--- src/rtl/opl3_pkg.sv ---
// Shared constants and types for the OPL3 datapath.
// Holds the sample-rate, bank/operator geometry and the operator slot
// sequencer state type used by operator_slot_sequencer.
package opl3_pkg;

   localparam int DAC_OVERSAMPLE         = 256;
   localparam int NUM_BANKS              = 2;
   localparam int NUM_OPERATORS_PER_BANK = 18;
   localparam int BANK_NUM_WIDTH         = 1;
   localparam int OP_NUM_WIDTH           = 5;

   localparam int OP_SLOT_CYCLES   = 6;
   localparam int SLOT_CYCLE_WIDTH = $clog2(OP_SLOT_CYCLES);

   typedef enum logic [1:0] {IDLE, RUN, MIX} op_seq_state_t;

endpackage

--- src/rtl/sample_clk_gen.sv ---
// Sample-rate enable generator.
// A free-running counter 0..DAC_OVERSAMPLE-1 (not gated by anything but
// reset); sample_clk_en is a registered one-cycle pulse while the counter
// holds DAC_OVERSAMPLE-1.
// Ports:
//   clk           in  master clock
//   reset         in  synchronous, active-high
//   sample_clk_en out one pulse per sample period
module sample_clk_gen
   import opl3_pkg::*;
#(
   parameter int DAC_OVERSAMPLE = opl3_pkg::DAC_OVERSAMPLE
) (
   input  logic clk,
   input  logic reset,
   output logic sample_clk_en
);

   localparam int CW = $clog2(DAC_OVERSAMPLE);
   localparam logic [CW-1:0] CNT_LAST = CW'(DAC_OVERSAMPLE - 1);

   logic [CW-1:0] cnt_q, cnt_d;
   logic          sample_clk_en_q, sample_clk_en_d;

   always_comb begin
      cnt_d = (cnt_q == CNT_LAST) ? '0 : cnt_q + 1'b1;
      // Decoded from the next count so the pulse lines up with the counter value.
      sample_clk_en_d = (cnt_d == CNT_LAST);
   end

   always_ff @(posedge clk) begin
      if (reset) begin
         cnt_q           <= '0;
         sample_clk_en_q <= 1'b0;
      end else begin
         cnt_q           <= cnt_d;
         sample_clk_en_q <= sample_clk_en_d;
      end
   end

   assign sample_clk_en = sample_clk_en_q;

endmodule

--- src/rtl/operator_slot_sequencer.sv ---
// Time-division scheduler for the shared operator datapath.
// On each sample tick (when enabled) walks bank 0 ops 0..N-1 then bank 1
// ops 0..N-1, each slot OP_SLOT_CYCLES clocks, then pulses mix_start.
// Ports:
//   clk, reset     master clock, synchronous active-high reset
//   enable         permits starting a new frame on a tick
//   op_ready       pipeline can accept a new slot (sampled at slot start only)
//   sample_clk_en  one-cycle pulse per sample period
//   bank_num/op_num current slot address for the operator pipeline
//   op_start       first cycle of a slot
//   op_active      slot in progress (low while stalled)
//   slot_cycle     cycle index within the slot
//   mix_start      one-cycle pulse after the final slot
//   overrun        sticky: tick arrived while a frame was running
module operator_slot_sequencer
   import opl3_pkg::*;
#(
   parameter int DAC_OVERSAMPLE         = opl3_pkg::DAC_OVERSAMPLE,
   parameter int OP_SLOT_CYCLES         = opl3_pkg::OP_SLOT_CYCLES,
   parameter int NUM_BANKS              = opl3_pkg::NUM_BANKS,
   parameter int NUM_OPERATORS_PER_BANK = opl3_pkg::NUM_OPERATORS_PER_BANK
) (
   input  logic                              clk,
   input  logic                              reset,
   input  logic                              enable,
   input  logic                              op_ready,
   output logic                              sample_clk_en,
   output logic [BANK_NUM_WIDTH-1:0]         bank_num,
   output logic [OP_NUM_WIDTH-1:0]           op_num,
   output logic                              op_start,
   output logic                              op_active,
   output logic [$clog2(OP_SLOT_CYCLES)-1:0] slot_cycle,
   output logic                              mix_start,
   output logic                              overrun
);

   localparam int SCW = $clog2(OP_SLOT_CYCLES);
   localparam logic [SCW-1:0]            LAST_CYCLE = SCW'(OP_SLOT_CYCLES - 1);
   localparam logic [OP_NUM_WIDTH-1:0]   LAST_OP    = OP_NUM_WIDTH'(NUM_OPERATORS_PER_BANK - 1);
   localparam logic [BANK_NUM_WIDTH-1:0] LAST_BANK  = BANK_NUM_WIDTH'(NUM_BANKS - 1);

   if (NUM_BANKS * NUM_OPERATORS_PER_BANK * OP_SLOT_CYCLES + 2 > DAC_OVERSAMPLE) begin : g_cfg_check
      $error("operator_slot_sequencer: frame does not fit in one sample period");
   end

   op_seq_state_t                 state_q, state_d;
   logic [BANK_NUM_WIDTH-1:0]     bank_q, bank_d;
   logic [OP_NUM_WIDTH-1:0]       op_q, op_d;
   logic [SCW-1:0]                slot_cycle_q, slot_cycle_d;
   logic                          op_start_q, op_start_d;
   logic                          op_active_q, op_active_d;
   logic                          mix_start_q, mix_start_d;
   logic                          overrun_q, overrun_d;

   sample_clk_gen #(
      .DAC_OVERSAMPLE(DAC_OVERSAMPLE)
   ) u_sample_clk_gen (
      .clk          (clk),
      .reset        (reset),
      .sample_clk_en(sample_clk_en)
   );

   // Outputs are registered, so the slot-start decision (op_ready) is taken
   // on the edge that enters the slot's first cycle. In RUN, op_active_q=0
   // marks a stalled slot start that is re-evaluated every cycle.
   always_comb begin
      state_d      = state_q;
      bank_d       = bank_q;
      op_d         = op_q;
      slot_cycle_d = slot_cycle_q;
      op_start_d   = 1'b0;
      op_active_d  = 1'b0;
      mix_start_d  = 1'b0;
      overrun_d    = overrun_q | (sample_clk_en && (state_q != IDLE));

      case (state_q)
         IDLE: begin
            if (sample_clk_en && enable) begin
               state_d      = RUN;
               bank_d       = '0;
               op_d         = '0;
               slot_cycle_d = '0;
               op_start_d   = op_ready;
               op_active_d  = op_ready;
            end
         end
         RUN: begin
            if (!op_active_q) begin
               op_start_d  = op_ready;
               op_active_d = op_ready;
            end else if (slot_cycle_q != LAST_CYCLE) begin
               slot_cycle_d = slot_cycle_q + 1'b1;
               op_active_d  = 1'b1;
            end else begin
               slot_cycle_d = '0;
               if (op_q != LAST_OP) begin
                  op_d        = op_q + 1'b1;
                  op_start_d  = op_ready;
                  op_active_d = op_ready;
               end else if (bank_q != LAST_BANK) begin
                  op_d        = '0;
                  bank_d      = bank_q + 1'b1;
                  op_start_d  = op_ready;
                  op_active_d = op_ready;
               end else begin
                  state_d     = MIX;
                  op_d        = '0;
                  bank_d      = '0;
                  mix_start_d = 1'b1;
               end
            end
         end
         MIX: begin
            state_d = IDLE;
         end
         default: begin
            state_d = IDLE;
         end
      endcase
   end

   always_ff @(posedge clk) begin
      if (reset) begin
         state_q      <= IDLE;
         bank_q       <= '0;
         op_q         <= '0;
         slot_cycle_q <= '0;
         op_start_q   <= 1'b0;
         op_active_q  <= 1'b0;
         mix_start_q  <= 1'b0;
         overrun_q    <= 1'b0;
      end else begin
         state_q      <= state_d;
         bank_q       <= bank_d;
         op_q         <= op_d;
         slot_cycle_q <= slot_cycle_d;
         op_start_q   <= op_start_d;
         op_active_q  <= op_active_d;
         mix_start_q  <= mix_start_d;
         overrun_q    <= overrun_d;
      end
   end

   assign bank_num   = bank_q;
   assign op_num     = op_q;
   assign slot_cycle = slot_cycle_q;
   assign op_start   = op_start_q;
   assign op_active  = op_active_q;
   assign mix_start  = mix_start_q;
   assign overrun    = overrun_q;

endmodule

--- config.mk ---
export PLATFORM = sky130hd
export DESIGN_NAME = operator_slot_sequencer
export DESIGN_NICKNAME = d
export VERILOG_FILES = /design/src/rtl/opl3_pkg.sv /design/src/rtl/sample_clk_gen.sv /design/src/rtl/operator_slot_sequencer.sv
export SDC_FILE = /design/constraint.sdc
export NUM_CORES = 1
export LEC_CHECK = 0
export BUFFER_PORTS_ARGS = -buffer_cell sky130_fd_sc_hd__buf_2
export CORE_ASPECT_RATIO = 0.7
export CORE_UTILIZATION = 54
export DETAILED_ROUTE_END_ITERATION = 8
export GPL_ROUTABILITY_DRIVEN = 0
export PLACE_DENSITY = 0.77
export SETUP_SLACK_MARGIN = 0.15
export SLEW_MARGIN = 30
export SYNTH_ARGS = -nofsm -noshare
export SYNTH_HDL_FRONTEND = slang
export SYNTH_SLANG_ARGS = --single-unit
--- constraint.sdc ---
create_clock -name clk -period 2 [get_ports clk]
set_input_delay 0.4 -clock clk [delete_from_list [all_inputs] [get_ports clk]]
set_output_delay 0.4 -clock clk [all_outputs]
set_load 0.03 [all_outputs]
## After elaboration in Yosys (flattened, before gate mapping)

Cells that the tools add are included.

- Flip-flop bits (word level): 24
- Word-level logic and storage cells: 69
- Output and inout bits: 14
- Bits of input ports: 4

- Equality and inequality tests: 10
- Bitwise gates (word level): 3
- Multiplexer cells: 32
- Reduce and logical (&&, ||, !) cells: 10
- Add/subtract/negate cells: 4

Operator list:

| kind | count |
|---|---|
| $mux W5 | 4 |
| $eq A8 B8 Y1 const B | 2 |
| $mux W1 | 13 |
| $mux W2 | 5 |
| $ne A2 B2 Y1 const B | 5 |
| $pmux W5 S2 | 1 |
| $reduce_and A5 Y1 | 2 |
| $mux W3 | 3 |
| $add A8 B1 Y8 const B | 1 |
| $mux W8 | 1 |
| $pmux W1 S2 | 3 |
| $pmux W3 S2 | 1 |
| $add A5 B1 Y5 const B | 1 |
| $ne A5 B5 Y1 const B | 1 |
| $reduce_or A5 Y1 | 1 |
| $pmux W2 S2 | 1 |
| $reduce_and A4 Y1 | 1 |
| $reduce_bool A2 Y1 | 2 |
| $add A3 B1 Y3 const B | 1 |
| $ne A3 B3 Y1 const B | 1 |
| $reduce_and A3 Y1 | 1 |
| $eq A2 B1 Y1 const B | 1 |
| $logic_and A1 B1 Y1 | 2 |
| $logic_not A2 Y1 | 1 |
| 3 further kinds | 4 |

## Depth between registers and ports, before layout

Gate-level depths: netlist of run 1.

- Word-level depth: 6
- Gate-level depth with buffers: 6
- Mapped depth without buffers: 6

## By module

A second synthesis of run 1 with hierarchy kept.

- Cell total of the unflattened synthesis: 136
- Area, all modules: 1224.9 sq um

Modules (own cells, without submodules):

| module | area an instance (sq um) | sequential area each (sq um) | cells an instance | times used |
|---|---|---|---|---|
| operator_slot_sequencer | 808.3 | 300.3 | 89 | 1 |
| sample_clk_gen | 416.6 | 180.2 | 47 | 1 |

## Least setup slack after synthesis of run 1

No wires, ideal clock.

- Path kind: reg-to-reg
- Start point: register op_q[1] (netlist: op_num[1])
- End point: register op_q[1] (netlist: op_num[1])
- Library setup time: 71 ps
- Buffers on the path: 0
- Period minus slack after synthesis: 1678 ps
- Setup slack: 322 ps
- Required time: 1929 ps
- Stages on the path, launching flop included: 6
- Arrival time: 1607 ps
- Cells stage by stage: dfxtp_1 -> inv_1 -> ha_1 -> and4bb_1 -> or4_1 -> a21oi_1

- Longest elaborated chain between the ends: 5
- Elaborated cells between the ends (all ways): 6
- Those cells by class: 1 x add/sub; 1 x eq/ne; 4 x mux

RTL lines:

| item | RTL line | RTL |
|---|---|---|
| start, declared | operator_slot_sequencer.sv:48 | `logic [OP_NUM_WIDTH-1:0] op_q, op_d;` |
| start signal, assigned | operator_slot_sequencer.sv:135 | `op_q <= op_d;` |
| $add A5 B1 Y5 / $ne A5 B5 Y1 (equally long branches) | operator_slot_sequencer.sv:97, operator_slot_sequencer.sv:96 |  |
| $mux W5 * | operator_slot_sequencer.sv:96 | `if (op_q != LAST_OP) begin` |
| $mux W5 * | operator_slot_sequencer.sv:91 | `end else if (slot_cycle_q != LAST_CYCLE) begin` |
| $mux W5 * | operator_slot_sequencer.sv:88 | `if (!op_active_q) begin` |
| $pmux W5 S2 * | operator_slot_sequencer.sv:76 | `case (state_q)` |

Every way passes the cells marked *; elsewhere a longest branch is shown, timed or not. The select of a mux whose other input is x is not followed.
A chain may end at the register's enable or synchronous reset.

## Final worst setup path of run 1

Ends and elaborated chain as after synthesis.

==> impl_metrics.sql, run 1 <==
INSERT INTO impl_metrics (metric_group, metric, value, unit) VALUES
('pwr', 'total_leakage_power', '0.495', 'nW'),
('routing', 'drtAntennaViolNets', '0', ''),
('sta', 'final_hold_viol_count', '0', ''),
('finish', 'fin_area', '1260', 'µm²'),
('floorplan', 'full_die_area', '2320', 'µm²'),
('run_status', 'failing_checks', 'DRC', ''),
('pwr', 'vdd.ir_drop.worst', '0.000452', 'V'),
('logic_synthesis', 'synth_seq_cells', '24', ''),
('clock_network', 'cts_tree', 'built', ''),
('job', 'cap_violations', '0', ''),
('hold_path', 'min_delay_path_depth', '2', ''),
('sta', 'max_clock_freq', '630', 'MHz'),
('routing', 'drt_drc_violations_left', '6', ''),
('clock_network', 'maximum_clock_path_buffer_count', '2', ''),
('grt', 'via_count_of_the_first_global_routing_pass', '849', ''),
('critical_path', 'timing.setup.critical_path_class', 'reg -> reg', ''),
('logic_synthesis', 'syn-num-nets', '136', ''),
('clock_network', 'cts_inserted_buffers', '3', ''),
('place', 'placedCellCount', '164', ''),
('grt', 'grt_start_max_net_pins', '19', ''),
('floorplan', 'floorplan.core_area', '1920', 'µm²'),
('grt', 'grt_overflow', '0', ''),
('sta', 'fin_worst_setup_slack', '0.412', 'ns'),
('grt', 'first_pass_grt_wire_length', '3850', 'µm'),
('finish', 'drive_above_1_share', '19.3', '%'),
('logic_synthesis', 'post_synth_inst_count', '128', ''),
('logic_synthesis', 'ys_seq_area_share', '41.9', '%'),
('critical_path', 'cp_data_required_time', '2.24', 'ns'),
('logic_synthesis', 'synthesis.area', '1150', 'µm²'),
('hold_path', 'holdCritPathClass', 'in -> reg', ''),
('routing', 'vias_per_cell', '6.07', ''),
('critical_path', 'number_of_cells_on_the_worst_reg_to_reg_path', '5', ''),
('clock_network', 'clock_tree.root_cell', 'clkbuf_4', ''),
('critical_path', 'path_max_fanout', '7', ''),
('grt', 'antenna_found_initial', '0', ''),
('critical_path', 'worst_setup_path_end_kind', 'register', ''),
('critical_path', 'worst-endpoint-arrival', '1.83', 'ns'),
('clock_network', 'clk_pin_slew', '0.11', 'ns'),
('clock_network', 'cts_resized', '0', ''),
('clock_network', 'cts.htree.levels', '1', ''),
('pwr', 'power.density_cell_area', '561', 'nW/µm²'),
('routing', 'vias', '1013', ''),
('floorplan', 'die_h', '40.6', 'µm'),
('sta', 'setup_viol_count_final', '0', ''),
('critical_path', 'r2r_slack', '0.41', 'ns'),
('critical_path', 'crit_path_start_kind', 'register', ''),
('sta', 'finalCriticalPeriod', '1.59', 'ns'),
('place', 'detailedPlacementHpwl', '1780', 'µm'),
('pwr', 'totalPowerFinal', '0.708', 'mW'),
('run_status', 'outcome', 'complete, but fails checks', ''),
('sta', 'max-slew-margin-rel', '69.7', '%'),
('floorplan', 'start_util', '59.8', '%'),
('logic_synthesis', 'synth.lib_cells_used.distinct', '40', ''),
('sta', 'grt_setup_unrepaired', 'no', ''),
('grt', 'grt_use_total', '23.2', '%'),
('routing', 'drt_iter0_markers', '70', ''),
('sta', 'max_slew.worst_pin.slew', '0.443', 'ns'),
('finish', 'finish.net_count', '155', ''),
('sta', 'clock_skew', '0.00579', 'ns'),
('routing', 'drt_pre_antenna_iters', '6', ''),
('place', 'numPortBuffers', '17', ''),
('place', 'place_area', '1240', 'µm²'),
('logic_synthesis', 'yosys_warnings', '0', ''),
('floorplan', 'floorplan.die.width', '57.1', 'µm'),
('clock_network', 'cts_setup_buffers', '0', ''),
('finish', 'layout-area-overhead-vs-synth', '10.1', '%'),
('finish', 'layoutNonFillerInstCount', '167', ''),
('logic_synthesis', 'synthesis.area_per_instance', '8.96', 'µm²'),
('clock_network', 'clkLatencyLatePin', '0.30', 'ns'),
('floorplan', 'floorplan_row_count', '13', ''),
('clock_network', 'tritoncts_num_sinks', '24', ''),
('routing', 'wirelength', '2450', 'µm'),
('routing', 'routed_wire_length_per_instance', '14.7', 'µm'),
('finish', 'diode_count', '0', ''),
('clock_network', 'post_cts_hold_buffer_count', '0', ''),
('sta', 'fin_tns_setup', '0', 'ns'),
('sta', 'min_period_over_period', '79.4', '%'),
('place', 'post-place-ws', '0.447', 'ns'),
('floorplan', 'num_io_pins', '18', ''),
('sta', 'slew_viol_final', '0', '');
## registers in the layout, indices dropped and copies added, names as in the netlist
signal	count
overrun	1
u_sample_clk_gen.cnt_q	8
u_sample_clk_gen.sample_clk_en	1
op_active	1
op_num	5
bank_num	1
op_start	1
slot_cycle	3
state_q	2
mix_start	1
## report_power, final
part	internal (mW)	switching [mW]	leakage, nW
Sequential	0.483	0.00527	0.194
Clock	0.0703	0.125	0.0138
Combinational	0.00818	0.0168	0.287
Total	0.561	0.147	0.495
## path summary, 6_finish.rpt
path	endpoint	from
setup / recovery	op_num[1]$_SDFFE_PP0P_	op_num[1]$_SDFFE_PP0P_
hold reg to reg	overrun$_SDFF_PP0_	overrun$_SDFF_PP0_
hold / removal	op_start$_SDFF_PP0_	op_ready
setup reg to reg	op_num[1]$_SDFFE_PP0P_	op_num[1]$_SDFFE_PP0P_
## synthesized netlist by cell type
cell	number	area [µm²]
and4bb_1	1	12.5
o21ai_0	5	25.0
a211oi_1	2	15.0
ha_1	4	50.1
a21o_2	1	8.76
or4b_1	1	10.0
nand4_1	3	18.8
or4_1	3	22.5
o21ai_1	1	5.00
clkbuf_1	1	3.75
dfxtp_1	24	480
a31o_2	1	8.76
and3b_2	2	20.0
a21o_1	3	22.5
o31ai_1	2	15.0
a21oi_4	1	16.3
o22ai_1	1	6.26
and4bb_4	1	16.3
and2_1	1	6.26
a31oi_1	1	6.26
xnor2_1	2	17.5
a21oi_1	12	60.1
a22oi_1	1	7.51
and4b_2	1	11.3
xor2_1	2	17.5
inv_1	7	26.3
mux2_2	1	11.3
nand3b_1	3	22.5
nand3_1	6	30.0
o211a_1	1	10.0
nand2b_1	1	6.26
nor4b_1	2	17.5
buf_1	1	3.75
buf_6	1	11.3
a2111oi_0	1	8.76
nand2_1	8	30.0
nor2_1	12	45.0
nor2b_1	2	12.5
nor3_1	2	10.0
nor4_1	3	18.8
## area by class of cell
type | count | area, µm²
Fill cell | 177 | 656
Sequential cell | 24 | 480
Timing Repair Buffer | 17 | 85.1
Tap cell | 22 | 27.5
Inverter | 7 | 26.3
Clock buffer | 3 | 22.5
Multi-Input combinational cell | 94 | 622
## layer usage
layer | up-vias | share of wire, % | track usage, %
li1 | 508 | - | -
met1 | 461 | 52 | 32.2
met2 | 42 | 41 | 35.0
met3 | 2 | 6.5 | 7.10
met4 | 0 | 0.57 | 6.71
met5 | - | 0 | 0
## metrics by stage
| step | utilization (%) | hold slack [ns] |
|---|---|---|
| floorplan | - | 0.430 |
| global placement | 64.7 | 0.431 |
| detailed placement | 64.7 | 0.460 |
| CTS | 65.8 | 0.337 |
| global route | 65.8 | 0.342 |
| finish | 65.8 | 0.352 |
## critical path: stages, from the launching register on
cell	delay [ns]
dfxtp_1	0.41
inv_1	0.06
ha_1	0.17
and4bb_1	0.26
or4_1	0.48
a21oi_1	0.15
## placed cells by master (no fill, tap or decap), types with 2 or more instances in the layout
cell type / synthesis / layout
dfxtp_1: 24 / 24
or4_1: 3 / 3
clkbuf_4: 0 / 3
nand3b_1: 3 / 3
a21o_1: 3 / 3
o21ai_0: 5 / 5
ha_1: 4 / 4
nand2_1: 8 / 8
xor2_1: 2 / 2
nor4_1: 3 / 3
nor2_1: 12 / 12
xnor2_1: 2 / 2
a211oi_1: 2 / 2
nor2b_1: 2 / 2
nor4b_1: 2 / 2
inv_1: 7 / 7
nand3_1: 6 / 6
and3b_2: 2 / 2
nor3_1: 2 / 2
a21oi_1: 12 / 12
buf_2: 0 / 17
o31ai_1: 2 / 2
nand4_1: 3 / 3
## logic make-up after synthesis
logic type | Yosys count | share of synthesized area (%)
DFF | 24 | 41.9
xor gates and xnor gates | 4 | 3.05
muxes | 1 | 0.981
adders and majority gates | 4 | 4.36
AOI/OAI and AO/OA | 33 | 18.8
buffers and inverters | 10 | 3.93
and+or+nand+nor | 52 | 27.0
Note: power is estimated with default switching activity, not from simulation.
==> inputs of run 2 (changes only) <==
--- a/config.mk
+++ b/config.mk
@@ -5,12 +5,13 @@
 export SDC_FILE = /design/constraint.sdc
 export NUM_CORES = 1
 export LEC_CHECK = 0
+export ABC_AREA = 1
 export BUFFER_PORTS_ARGS = -buffer_cell sky130_fd_sc_hd__buf_2
 export CORE_ASPECT_RATIO = 0.7
-export CORE_UTILIZATION = 54
+export CORE_UTILIZATION = 50
 export DETAILED_ROUTE_END_ITERATION = 8
 export GPL_ROUTABILITY_DRIVEN = 0
-export PLACE_DENSITY = 0.77
+export PLACE_DENSITY = 0.74
 export SETUP_SLACK_MARGIN = 0.15
 export SLEW_MARGIN = 30
 export SYNTH_ARGS = -nofsm -noshare
==> constraint.sdc (replaced) <==
create_clock -name clk -period 1.44 [get_ports clk]
set_input_delay 0.288 -clock clk [delete_from_list [all_inputs] [get_ports clk]]
set_output_delay 0.288 -clock clk [all_outputs]
set_load 0.03 [all_outputs]
==> impl_metrics.sql, run 2 <==
INSERT INTO impl_metrics (metric_group, metric, value, unit) VALUES
('run_status', 'outcome', 'complete, no violations', ''),
('critical_path', 'worst_setup_path_end_kind', 'register', ''),
('pwr', 'power.density_cell_area', '796', 'nW/µm²'),
('logic_synthesis', 'synthesis.area', '1250', 'µm²'),
('clock_network', 'post_cts_hold_buffer_count', '0', ''),
('sta', 'min_period_over_period', '89.7', '%'),
('critical_path', 'rr_startpoint', 'state_q[0]$_SDFFE_PP0P_', ''),
('finish', 'area_used_by_multi_input_combinational_logic', '761', 'µm²'),
('logic_synthesis', 'synthesis.area_per_instance', '7.14', 'µm²'),
('sta', 'slew_viol_final', '0', ''),
('pwr', 'total_leakage_power', '0.656', 'nW'),
('floorplan', 'floorplan.core_area', '2260', 'µm²'),
('routing', 'wirelength', '2870', 'µm'),
('sta', 'finalCriticalPeriod', '1.29', 'ns'),
('job', 'cap_violations', '0', ''),
('place', 'detailedPlacementHpwl', '1940', 'µm'),
('finish', 'layoutNonFillerInstCount', '232', ''),
('finish', 'most-common-layout-cells', '34 x nand2_1, 18 x nor2_1, 17 x inv_1, 17 x buf_2, 14 x nand3_1', ''),
('finish', 'most_common_cell_after_layout_fill_and_taps_aside', 'nand2_1', ''),
('grt', 'antenna_found_initial', '0', ''),
('logic_synthesis', 'syn-num-nets', '183', ''),
('routing', 'drtAntennaViolNets', '0', ''),
('logic_synthesis', 'ys.flop_type', 'dfxtp_1', ''),
('critical_path', 'timing.setup.critical_path_class', 'reg -> reg', ''),
('floorplan', 'start_util', '55.3', '%'),
('floorplan', 'full_die_area', '2700', 'µm²'),
('clock_network', 'clkLatencyLatePin', '0.31', 'ns'),
('routing', 'routed_wire_length_per_instance', '12.4', 'µm'),
('floorplan', 'num_io_pins', '18', ''),
('finish', 'layout-area-overhead-vs-synth', '25.1', '%'),
('logic_synthesis', 'post-synth-top-area-fraction', '38.5', '%'),
('finish', 'diode_count', '0', ''),
('routing', 'vias', '1193', ''),
('hold_path', 'endpoint_worst_hold', 'op_num[2]$_SDFFE_PP0P_', ''),
('critical_path', 'rr_endpoint', 'op_num[1]$_SDFFE_PP0P_', ''),
('sta', 'max_slew.worst_pin.slew', '0.310', 'ns'),
('sta', 'grt_setup_unrepaired', 'yes', ''),
('finish', 'largest_reg_flops', '8', ''),
('clock_network', 'tritoncts_num_sinks', '24', ''),
('finish', 'final.fill_count', '189', ''),
('clock_network', 'maximum_clock_path_buffer_count', '2', ''),
('pwr', 'vdd.ir_drop.worst', '0.000584', 'V'),
('critical_path', 'worst-endpoint-arrival', '1.53', 'ns'),
('grt', 'via_count_of_the_first_global_routing_pass', '888', ''),
('critical_path', 'cpLargestDelayFamily', 'simple AND/OR/NAND/NOR gates', ''),
('floorplan', 'die_h', '43.8', 'µm'),
('sta', 'final_hold_viol_count', '0', ''),
('sta', 'fin_tns_setup', '0', 'ns'),
('critical_path', 'cp_data_required_time', '1.68', 'ns'),
('sta', 'setup_viol_count_final', '0', ''),
('hold_path', 'hold_start', 'reset', ''),
('logic_synthesis', 'synth.lib_cells_used.distinct', '25', ''),
('critical_path', 'cp_cell_sequence', 'inv_2 -> nor2_4 -> buf_4 -> nand2_4 -> nand3_4 -> nand2_2 -> a21oi_2', ''),
('clock_network', 'cts_inserted_buffers', '3', ''),
('critical_path', 'crit_slowest_cell', 'dfxtp_2', ''),
('hold_path', 'min_delay_path_depth', '2', ''),
('finish', 'finish.net_count', '210', ''),
('routing', 'drt_pre_antenna_iters', '4', ''),
('grt', 'grt_overflow', '0', ''),
('logic_synthesis', 'postSynth.asyncResetShare', '0', '%'),
('logic_synthesis', 'post_synth_edffs', '0', ''),
('logic_synthesis', 'synth_seq_cells', '24', ''),
('hold_path', 'holdCritPathClass', 'in -> reg', ''),
('clock_network', 'clk_pin_slew', '0.13', 'ns'),
('critical_path', 'delay_contributed_by_the_slowest_stage_of_the_critical_path', '0.39', 'ns'),
('logic_synthesis', 'synthTopCellsByArea', 'dfxtp_1 38%, nand2_1 12%, nand3_1 6.4%, inv_1 6.0%, nor2_1 6.0%', ''),
('finish', 'drive_above_1_share', '39.0', '%'),
('clock_network', 'cts_tree', 'built', ''),
('logic_synthesis', 'ys_seq_area_share', '38.5', '%'),
('critical_path', 'number_of_cells_on_the_worst_reg_to_reg_path', '7', ''),
('routing', 'drt_iter0_markers', '82', ''),
('floorplan', 'floorplan.die.width', '61.7', 'µm'),
('critical_path', 'crit_path_start_kind', 'register', ''),
('routing', 'drt_drc_violations_left', '0', ''),
('logic_synthesis', 'synth_most_common_cell', 'nand2_1', ''),
('logic_synthesis', 'yosys_warnings', '0', ''),
('grt', 'first_pass_grt_wire_length', '3930', 'µm'),
('clock_network', 'cts.htree.levels', '1', ''),
('logic_synthesis', 'yosys-top-cells-count', '39 x nand2_1, 24 x dfxtp_1, 20 x inv_1, 20 x nor2_1, 16 x nand3_1', ''),
('grt', 'grt_use_total', '20.1', '%'),
('logic_synthesis', 'largest_area_contributor_in_the_netlist', 'dfxtp_1', ''),
('routing', 'vias_per_cell', '5.14', ''),
('finish', 'register_area', '503', 'µm²'),
('logic_synthesis', 'post_synth_inst_count', '175', ''),
('critical_path', 'r2r_slack', '0.15', 'ns'),
('sta', 'max_clock_freq', '774', 'MHz'),
('grt', 'grt_start_max_net_pins', '13', ''),
('critical_path', 'path_max_fanout', '8', ''),
('clock_network', 'clock_tree.root_cell', 'clkbuf_4', ''),
('place', 'numPortBuffers', '17', ''),
('floorplan', 'floorplan_row_count', '14', ''),
('place', 'placedCellCount', '223', ''),
('finish', 'registers.top_by_ff_count', 'u_sample_clk_gen.cnt_q', ''),
('critical_path', 'critical_path.n_buffers_inverters', '2', ''),
('sta', 'clock_skew', '0.0109', 'ns'),
('sta', 'max-slew-margin-rel', '79.1', '%');
## run 2: worst max path at each step
| stage | from | slack (ns) | endpoint | depth (start not counted) |
|---|---|---|---|---|
| CTS | u_sample_clk_gen.cnt_q[1]$_SDFF_PP0_ | 0.15 | u_sample_clk_gen.sample_clk_en$_SDFF_PP0_ | 8 |
| global route | state_q[0]$_SDFFE_PP0P_ | 0.09 | op_num[0]$_SDFFE_PP0P_ | 7 |
| detailed placement | u_sample_clk_gen.cnt_q[0]$_SDFF_PP0_ | 0.15 | u_sample_clk_gen.sample_clk_en$_SDFF_PP0_ | 8 |
| global placement | u_sample_clk_gen.cnt_q[0]$_SDFF_PP0_ | 0.22 | u_sample_clk_gen.sample_clk_en$_SDFF_PP0_ | 8 |
| finish | state_q[0]$_SDFFE_PP0P_ | 0.15 | op_num[1]$_SDFFE_PP0P_ | 7 |
| floorplan | slot_cycle[0]$_SDFFE_PP0P_ | 0.15 | op_num[4]$_SDFFE_PP0P_ | 7 |
## run 2: timing repair
action / 4_1_cts / 5_1_grt
setup buffers: 0 / 6
resized for setup: 3 / 35
setup endpoints to repair: 3 / 15
pin swaps: 0 / 8
## run 2: kinds of logic after synthesis
family                   Yosys count  share of synthesized area, %
flip-flops                        24                          38.5
XOR/XNOR                           2                          1.40
AND/OR/NAND/NOR                   97                          38.3
buffers and inverters             27                          8.12
AO/OA/AOI/OAI                     21                          9.72
adder cells (fa/ha/maj)            4                          4.01
## run 2: stage by stage
stage	power, mW	worst slack (ns)	util (%)	hold WS [ns]	instance area [µm²]
after floorplan	0.869	0.152	-	0.440	1250
after CTS	1.21	0.150	62.0	0.272	1400
after global placement	0.913	0.215	60.8	0.456	1370
final	1.24	0.148	69.1	0.282	1560
after global routing	1.30	0.0949	69.1	0.289	1560
after detailed placement	0.918	0.153	60.8	0.471	1370
## run 2: area by class of cell
type / count / area share [%]
multi-input combinational: 124 / 48.7
clock buffer: 3 / 1.44
tap: 32 / 2.56
inverter: 26 / 6.25
sequential: 24 / 32.2
timing repair buffer: 23 / 8.81
## run 2: power breakdown
group / internal (mW) / switching, mW
combinational: 0.0798 / 0.154
clock: 0.0978 / 0.192
sequential: 0.687 / 0.0327
total: 0.864 / 0.379
## run 2: metal layers
layer | part of all wire [%] | track usage [%] | vias to the layer above
li1 | - | - | 610
met1 | 48 | 31.0 | 548
met2 | 46 | 27.7 | 33
met3 | 5.6 | 6.27 | 2
met4 | 0.21 | 2.67 | 0
met5 | 0 | 0 | -
